## config.mk

```make
export PLATFORM = sky130hd
export DESIGN_NAME = alu_op_sequencer_flat
export DESIGN_NICKNAME = d
export VERILOG_FILES = /design/src/rtl/alu_op_sequencer_if.sv /design/src/rtl/alu_op_sequencer.sv /design/src/flat_wrapper.sv
export SDC_FILE = /design/constraint.sdc
export NUM_CORES = 1
export LEC_CHECK = 0
export BUFFER_PORTS_ARGS = -buffer_cell sky130_fd_sc_hd__buf_4
export CAP_MARGIN = 20
export CORE_ASPECT_RATIO = 1.1
export CORE_MARGIN = 10
export CORE_UTILIZATION = 36
export DETAILED_ROUTE_END_ITERATION = 12
export SYNTH_ARGS = -nofsm -noshare
export SYNTH_HDL_FRONTEND = slang
export SYNTH_SLANG_ARGS = --single-unit
```

## constraint.sdc

```tcl
create_clock -name clock -period 13.3 [get_ports clock]
set_input_delay 2.66 -clock clock [delete_from_list [all_inputs] [get_ports clock]]
set_output_delay 2.66 -clock clock [all_outputs]
set_load 0.03 [all_outputs]
```

## src/rtl/alu_op_sequencer_if.sv

```systemverilog
// Request/response bus between the control unit (master) and the ALU
// operation sequencer (slave).
interface alu_op_sequencer_if #(
  parameter int WIDTH = 32
);
  logic             req_valid;
  logic             req_ready;
  logic [3:0]       req_op;
  logic [WIDTH-1:0] req_a;
  logic [WIDTH-1:0] req_b;
  logic             rsp_valid;
  logic             rsp_ready;
  logic [WIDTH-1:0] rsp_lo;
  logic [WIDTH-1:0] rsp_hi;
  logic             rsp_err;

  modport master (
    output req_valid, req_op, req_a, req_b, rsp_ready,
    input  req_ready, rsp_valid, rsp_lo, rsp_hi, rsp_err
  );

  modport slave (
    input  req_valid, req_op, req_a, req_b, rsp_ready,
    output req_ready, rsp_valid, rsp_lo, rsp_hi, rsp_err
  );
endinterface

```

## src/rtl/alu_op_sequencer.sv

```systemverilog
// ALU operation sequencer: accepts one op request, drives registered A/B/Op
// into a combinational ALU, holds them for a per-op settle time so MUL/DIV
// can be constrained as multicycle paths, then returns LO/HI.
// Optional feature: define DIV_ZERO_TRAP_EN to reject divide-by-zero
// requests (op 3 with B == 0) as errors instead of issuing them.
module alu_op_sequencer #(
  parameter int WIDTH       = 32,
  parameter int SIMPLE_WAIT = 1,
  parameter int MULDIV_WAIT = 4
) (
  input  logic                 clock,
  input  logic                 clear,
  alu_op_sequencer_if.slave    bus,
  output logic [WIDTH-1:0]     alu_a,
  output logic [WIDTH-1:0]     alu_b,
  output logic [3:0]           alu_op,
  input  logic [WIDTH-1:0]     alu_out,
  input  logic [WIDTH-1:0]     alu_out2
);

  localparam int MAX_WAIT = (MULDIV_WAIT > SIMPLE_WAIT) ? MULDIV_WAIT : SIMPLE_WAIT;
  localparam int CW       = $clog2(MAX_WAIT) + 1;

  localparam logic [3:0] OP_DIV = 4'd3;
  localparam logic [3:0] OP_MUL = 4'd4;

  typedef enum logic [1:0] {
    IDLE = 2'd0,
    WAIT = 2'd1,
    RESP = 2'd2
  } state_t;

  state_t          state;
  state_t          state_next;
  logic [CW-1:0]   count;
  logic            accept;
  logic            op_valid;
  logic            reject;
  logic            req_muldiv;
  logic            cur_muldiv;
  logic            count_done;

  assign accept     = bus.req_valid && (state == IDLE);
  assign op_valid   = (bus.req_op >= 4'd1) && (bus.req_op <= 4'd11);
  assign req_muldiv = (bus.req_op == OP_DIV) || (bus.req_op == OP_MUL);
  assign cur_muldiv = (alu_op == OP_DIV) || (alu_op == OP_MUL);
  assign count_done = (count == '0);

`ifdef DIV_ZERO_TRAP_EN
  assign reject = !op_valid || ((bus.req_op == OP_DIV) && (bus.req_b == '0));
`else
  assign reject = !op_valid;
`endif

  // State register
  always_ff @(posedge clock or posedge clear) begin
    if (clear) begin
      state <= IDLE;
    end else begin
      state <= state_next;
    end
  end

  // Next-state decode
  always_comb begin
    state_next = state;
    case (state)
      IDLE: if (accept) state_next = reject ? RESP : WAIT;
      WAIT: if (count_done) state_next = RESP;
      RESP: if (bus.rsp_ready) state_next = IDLE;
      default: state_next = IDLE;
    endcase
  end

  // Handshake outputs are pure functions of state
  always_comb begin
    bus.req_ready = (state == IDLE);
    bus.rsp_valid = (state == RESP);
  end

  // Operand issue, settle counter and result capture
  always_ff @(posedge clock or posedge clear) begin
    if (clear) begin
      alu_a       <= '0;
      alu_b       <= '0;
      alu_op      <= '0;
      count       <= '0;
      bus.rsp_lo  <= '0;
      bus.rsp_hi  <= '0;
      bus.rsp_err <= 1'b0;
    end else begin
      case (state)
        IDLE: begin
          if (accept) begin
            if (reject) begin
              bus.rsp_lo  <= '0;
              bus.rsp_hi  <= '0;
              bus.rsp_err <= 1'b1;
            end else begin
              alu_a  <= bus.req_a;
              alu_b  <= bus.req_b;
              alu_op <= bus.req_op;
              count  <= req_muldiv ? CW'(MULDIV_WAIT - 1) : CW'(SIMPLE_WAIT - 1);
            end
          end
        end
        WAIT: begin
          if (count_done) begin
            // alu_op is still the issued op here, so it selects HI gating
            bus.rsp_lo  <= alu_out;
            bus.rsp_hi  <= cur_muldiv ? alu_out2 : '0;
            bus.rsp_err <= 1'b0;
            alu_op      <= '0;
          end else begin
            count <= count - CW'(1);
          end
        end
        default: ;
      endcase
    end
  end

endmodule

```

## src/flat_wrapper.sv

```systemverilog
// flat-port wrapper written by rule: the top's interface ports become plain ports
module alu_op_sequencer_flat 
#(
  parameter int WIDTH       = 32,
  parameter int SIMPLE_WAIT = 1,
  parameter int MULDIV_WAIT = 4
)
  (clock, clear, alu_a, alu_b, alu_op, alu_out, alu_out2, bus_req_valid, bus_req_op, bus_req_a, bus_req_b, bus_rsp_ready, bus_req_ready, bus_rsp_valid, bus_rsp_lo, bus_rsp_hi, bus_rsp_err);
  alu_op_sequencer_if #(.WIDTH(WIDTH)) bus_i ();
  input  logic clock;
  input  logic clear;
  output logic [WIDTH-1:0] alu_a;
  output logic [WIDTH-1:0] alu_b;
  output logic [3:0] alu_op;
  input  logic [WIDTH-1:0] alu_out;
  input  logic [WIDTH-1:0] alu_out2;
  input wire logic [$bits(bus_i.req_valid)-1:0] bus_req_valid;
  input wire logic [$bits(bus_i.req_op)-1:0] bus_req_op;
  input wire logic [$bits(bus_i.req_a)-1:0] bus_req_a;
  input wire logic [$bits(bus_i.req_b)-1:0] bus_req_b;
  input wire logic [$bits(bus_i.rsp_ready)-1:0] bus_rsp_ready;
  output wire logic [$bits(bus_i.req_ready)-1:0] bus_req_ready;
  output wire logic [$bits(bus_i.rsp_valid)-1:0] bus_rsp_valid;
  output wire logic [$bits(bus_i.rsp_lo)-1:0] bus_rsp_lo;
  output wire logic [$bits(bus_i.rsp_hi)-1:0] bus_rsp_hi;
  output wire logic [$bits(bus_i.rsp_err)-1:0] bus_rsp_err;
  assign bus_i.req_valid = bus_req_valid;
  assign bus_i.req_op = bus_req_op;
  assign bus_i.req_a = bus_req_a;
  assign bus_i.req_b = bus_req_b;
  assign bus_i.rsp_ready = bus_rsp_ready;
  assign bus_req_ready = bus_i.req_ready;
  assign bus_rsp_valid = bus_i.rsp_valid;
  assign bus_rsp_lo = bus_i.rsp_lo;
  assign bus_rsp_hi = bus_i.rsp_hi;
  assign bus_rsp_err = bus_i.rsp_err;
  alu_op_sequencer #(.WIDTH(WIDTH), .SIMPLE_WAIT(SIMPLE_WAIT), .MULDIV_WAIT(MULDIV_WAIT)) u_core (.clock(clock), .clear(clear), .bus(bus_i), .alu_a(alu_a), .alu_b(alu_b), .alu_op(alu_op), .alu_out(alu_out), .alu_out2(alu_out2));
endmodule
```

After elaboration in Yosys (flattened, before gate mapping)
Cells that the tools add are included.
{"block": "word_totals", "reg_bits": 138, "out_inout_bits": 135, "wordCells": 60}
{"block": "op_classes", "n_addsub": 1, "order_cmp": 2, "n_eq_ne": 12, "mux": 25, "reduce_logical": 12}
{"op": "$mux W32", "n": 5}
{"op": "$pmux W32 S2", "n": 2}
{"op": "$mux W4", "n": 3}
{"op": "$reduce_and A4 Y1", "n": 3}
{"op": "$mux W2", "n": 5}
{"op": "$mux W3", "n": 3}
{"op": "$eq A4 B2 Y1 const B", "n": 2}
{"op": "$eq A4 B3 Y1 const B", "n": 2}
{"op": "$pmux W4 S2", "n": 1}
{"op": "$ne A2 B1 Y1 const B", "n": 3}
{"op": "$ne A2 B2 Y1 const B", "n": 3}
{"op": "$pmux W2 S3", "n": 1}
{"op": "$pmux W3 S2", "n": 1}
{"op": "$reduce_and A3 Y1", "n": 2}
{"op": "$ge A4 B1 Y1 const B", "n": 1}
{"op": "$le A4 B4 Y1 const B", "n": 1}
{"op": "$logic_not A3 Y1", "n": 1}
{"op": "$mux W1", "n": 3}
{"op": "$sub A3 B1 Y3 const B", "n": 1}
{"op": "$eq A2 B1 Y1 const B", "n": 1}
{"op": "$eq A2 B2 Y1 const B", "n": 1}
{"op": "$logic_and A1 B1 Y1", "n": 2}
{"op": "$logic_not A2 Y1", "n": 1}
{"op": "$logic_or A1 B1 Y1", "n": 2}
{"op": "other kinds (2)", "n": 2}

Depth between registers and ports, before layout
{"block": "logic_depth", "ltp_word": 6, "mapped_depth": 8, "ltp_nobuf": 6}

Worst setup path before layout
Ideal clock, no wire load.
{"block": "synth_path", "kind": "input -> register", "start": "input bus_req_op[3]", "end": "register u_core.alu_a[0]", "setup_ps": 128, "t_arrival_ps": 3744, "t_required_ps": 13172, "slack_ps": 9428, "stages": 5, "path_cell_list": "nor4_2 -> nand4b_1 -> buf_6 -> buf_6 -> mux2_1"}
{"block": "synth_via", "elab_chain_len": 3, "word_cells_on_any_way": 4, "classes_between": "2 x order compare; 2 x reduce/logical"}
{"item": "from (decl)", "line_no": "flat_wrapper.sv:18", "source": "input wire logic [$bits(bus_i.req_op)-1:0] bus_req_op;"}
{"item": "$ge A4 B1 Y1 / $le A4 B4 Y1 (equally long branches)", "line_no": "alu_op_sequencer.sv:44", "source": "assign op_valid = (bus.req_op >= 4'd1) && (bus.req_op <= 4'd11);"}
{"item": "$logic_and A1 B1 Y1 *", "line_no": "alu_op_sequencer.sv:44"}
{"item": "$reduce_and A3 Y1 (no source line) *"}
{"item": "to (signal assigned)", "line_no": "alu_op_sequencer.sv:100", "source": "alu_a <= bus.req_a;"}
{"item": "to (decl)", "line_no": "alu_op_sequencer.sv:14", "source": "output logic [WIDTH-1:0] alu_a,"}
Mark *: on every way between the ends. The rest lies on a longest branch, timed or not.
A chain may end at the register's enable or synchronous reset.

Worst setup path after layout
{"block": "layout_path", "start": "input bus_req_op[3]", "end": "register u_core.bus.rsp_hi[30]"}
{"block": "layout_via", "elab_chain_len": 4, "word_cells_on_any_way": 5, "classes_between": "2 x order compare; 1 x eq/ne; 2 x reduce/logical"}
{"item": "$ge A4 B1 Y1 / $le A4 B4 Y1 (equally long branches)", "line_no": "alu_op_sequencer.sv:44"}
{"item": "$logic_and A1 B1 Y1 *", "line_no": "alu_op_sequencer.sv:44"}
{"item": "$ne A2 B2 Y1 (no source line) *"}
{"item": "$reduce_and A4 Y1 (no source line) *"}
{"item": "to (signal assigned)", "line_no": "alu_op_sequencer.sv:111", "source": "bus.rsp_hi <= cur_muldiv ? alu_out2 : '0;"}
{"item": "to (decl)", "line_no": "alu_op_sequencer_if.sv:24", "source": "output req_ready, rsp_valid, rsp_lo, rsp_hi, rsp_err"}
Marks and branches as above.

==> impl_metrics.env <==
export IMPL_status="completed"
export IMPL_grt_pass1_vias=4956
export IMPL_cts_num_sinks=138
export IMPL_critPathCaptureType="flop"
export IMPL_synthCells=480
export IMPL_grt_overflow_total=0
export IMPL_path_cells="buf_4, nor4_2, nand3b_1, buf_4, and2_2, buf_4, o21ai_0"
export IMPL_firstDrtPassIters=4
export IMPL_initial_core_util_pct=36.4
export IMPL_syn_nets=618
export IMPL_vias_per_cell=4.84
export IMPL_routedWlPerCell_um=18.9
export IMPL_post_route_min_period_ps=4920
export IMPL_ys_seq_area_share_pct=58.6
export IMPL_clk_pin_slew_ps=60
export IMPL_final_area_um2=8540
export IMPL_max_cap_violations=0
export IMPL_cts_resized_gates=0
export IMPL_grt_pass1_wl_um=28300
export IMPL_powerDensity_nw_per_um2=252
export IMPL_max_freq_mhz=203
export IMPL_yosysWarnings=0
export IMPL_synth_edf_count=0
export IMPL_synthTopCellsByArea="dfrtp_1, mux2_1, nand4_1, inv_1, o21ai_2"
export IMPL_arrival_ps=5180
export IMPL_r2r_slack_ps=10550
export IMPL_drcViolationCount=0
export IMPL_rr_startpoint="u_core.state[1]"
export IMPL_setup_viol=0
export IMPL_synth_top_area_cell="dfrtp_1"
export IMPL_placed_cell_area_um2=7960
export IMPL_synth_distinct_cells=35
export IMPL_ir_drop_v=0.000160
export IMPL_cts_root_buf="clkbuf_16"
export IMPL_hold_path_startpoint="u_core.alu_a[3]"
export IMPL_clk_path_buf_depth=2
export IMPL_track_usage_pct=16.3
export IMPL_p_leak_nw=4.11
export IMPL_reg2reg_depth=6
export IMPL_hold_depth=1
export IMPL_crit_slowest_cell="buf_4"
export IMPL_antenna_found_initial=0
export IMPL_start_kind="input port"
export IMPL_h_tree_depth=4
export IMPL_rows=49
export IMPL_ys_seq_elements=138
export IMPL_worstPathRequired_ps=13560
export IMPL_cts_buffers_inserted=17
export IMPL_tightest_slew_ps=861
export IMPL_critical_path_max_stage_delay_ps=600
export IMPL_crit_type="input port to flop"
export IMPL_crit_top_cell="buf_4"
export IMPL_die_width_um=142
export IMPL_die_h_um=154
export IMPL_hold_class="flop to flop"
export IMPL_ys_flop_type="dfrtp_1"
export IMPL_dp_hpwl_um=13500
export IMPL_cp_top_family="buffers and inverters"
export IMPL_avgSynthCellArea_um2=12.3
export IMPL_skew_ps=6.78
export IMPL_nNetsFinal=877
export IMPL_syn_to_final_growth_pct=44.9
export IMPL_fin_tns_setup_ps=0
export IMPL_diodes=0
export IMPL_worstPathMaxFanout=65
export IMPL_fin_crit_sh_pct=37.0
export IMPL_grt_setup_unrepaired="no"
export IMPL_core_um2=16200
export IMPL_post_cts_setup_buffer_count=0
export IMPL_drv_slew=0
export IMPL_final_layout_size_suffix_gt1_share_pct=47.7
export IMPL_hold_violations=0
export IMPL_place_gp_congestion=0.779
export IMPL_ctsHoldBuffers=0
export IMPL_ioPinCount=271
export IMPL_clk_latency_ps=410
export IMPL_hold_end="u_core.alu_a[3]"
export IMPL_totalWireLength_um=17900
export IMPL_vias=4610
export IMPL_cts_tree="yes"
export IMPL_syn_area_um2=5890
export IMPL_grt_start_max_net_pins=83
export IMPL_postRouteAntennaNets=0
export IMPL_cp_buffers_inverters=3
export IMPL_async_reset_ff_share_pct=100
export IMPL_die_area_um2=21900
export IMPL_synth_top_area_share_pct=58.6
export IMPL_port_buffers=270
export IMPL_drtIter0Drc=253
export IMPL_timing_rr_end="u_core.bus.rsp_hi[30]"
export IMPL_relSlewSlack_pct=42.6
-- worst register-to-register path, delay by kind of cell (launching register included) --
family | cells | cell delay [ps]
buf+inv | 2 | 1150
simple gates | 3 | 750
flops | 1 | 470
compound gates | 1 | 230
-- per-stage QoR --
step,util [%],instances,total power [mW],setup WS [ps],hold WS [ps]
floorplan,-,480,1.34,6940,464
global placement,49.1,923,1.69,8110,474
detailed placement,49.2,924,1.71,8000,482
CTS,52.8,952,2.18,8430,494
global route,52.8,952,2.28,8220,502
finish,52.8,952,2.15,8380,491
-- state kept, by name (all words and copies together), names as in the netlist --
| register | count |
|---|---|
| u_core.alu_op | 4 |
| u_core.bus.rsp_lo | 32 |
| u_core.alu_a | 32 |
| u_core.bus.rsp_hi | 32 |
| u_core.alu_b | 32 |
| u_core.state | 2 |
| u_core.bus.rsp_err | 1 |
| u_core.count | 3 |
-- power by group --
part           total, mW  switching [mW]  internal [mW]
registers          0.678          0.0943          0.584
logic               1.01           0.652          0.361
clock network      0.458           0.167          0.291
-- per-layer routing --
layer	GRT usage, %	part of all wire (%)	vias up
met5	0	0	-
met4	5.85	1.8	0
met3	5.36	7.0	20
met2	27.9	53	177
met1	18.5	38	2256
li1	-	-	2157
-- cells in the final DEF, fill, tap and decap left out, types with 2 or more instances in the layout --
cell,Yosys,layout
buf_4,3,275
bufinv_16,0,2
clkbuf_16,0,17
clkbuf_8,0,4
clkinv_2,0,2
clkinvlp_4,0,2
dfrtp_1,138,138
ha_1,2,2
inv_1,73,72
mux2_1,51,51
mux2_2,15,15
mux2i_1,4,4
nand2_1,5,5
nand2b_1,3,3
nand3b_1,4,4
nand4_1,64,64
o21ai_0,34,34
o21ai_1,2,2
o21ai_2,30,30
-- cell families after synthesis --
kind of cell / count (synthesis) / share of synthesized area [%]
multiplexers: 70 / 13.3
adder cells (fa/ha/maj): 2 / 0.425
XOR/XNOR: 1 / 0.149
flip-flops: 138 / 58.6
buffers and inverters: 109 / 9.53
AND/OR/NAND/NOR: 86 / 9.24
AO/OA/AOI/OAI: 74 / 8.77
-- how the worst max path moves through the flow --
stage                              from                     to  depth (start not counted)
after floorplan                   clear        u_core.alu_a[0]                          1
after global placement    bus_req_op[3]  u_core.bus.rsp_hi[31]                          7
after detailed placement  bus_req_op[3]  u_core.bus.rsp_lo[22]                          7
after CTS                 bus_req_op[3]  u_core.bus.rsp_lo[22]                          7
after global routing      bus_req_op[3]  u_core.bus.rsp_hi[30]                          7
final                     bus_req_op[3]  u_core.bus.rsp_hi[30]                          7
-- synth_stat cells (all sizes together) (3+ instances only) --
library cell / n
buf: 30
clkbuf: 6
dfrtp: 138
inv: 73
mux2: 66
mux2i: 4
nand2: 5
nand2b: 3
nand3b: 4
nand4: 64
o21ai: 66
-- area by class of cell --
| class | count | area, um^2 |
|---|---|---|
| Timing Repair Buffer | 276 | 2080 |
| Fill cell | 1452 | 7650 |
| Sequential cell | 138 | 3450 |
| Tap cell | 204 | 255 |
| Inverter | 73 | 279 |
| Multi-Input combinational cell | 233 | 1900 |
| Clock buffer | 21 | 480 |
| Clock inverter | 7 | 93.8 |
No activity file was read; power rests on OpenSTA's default activity.
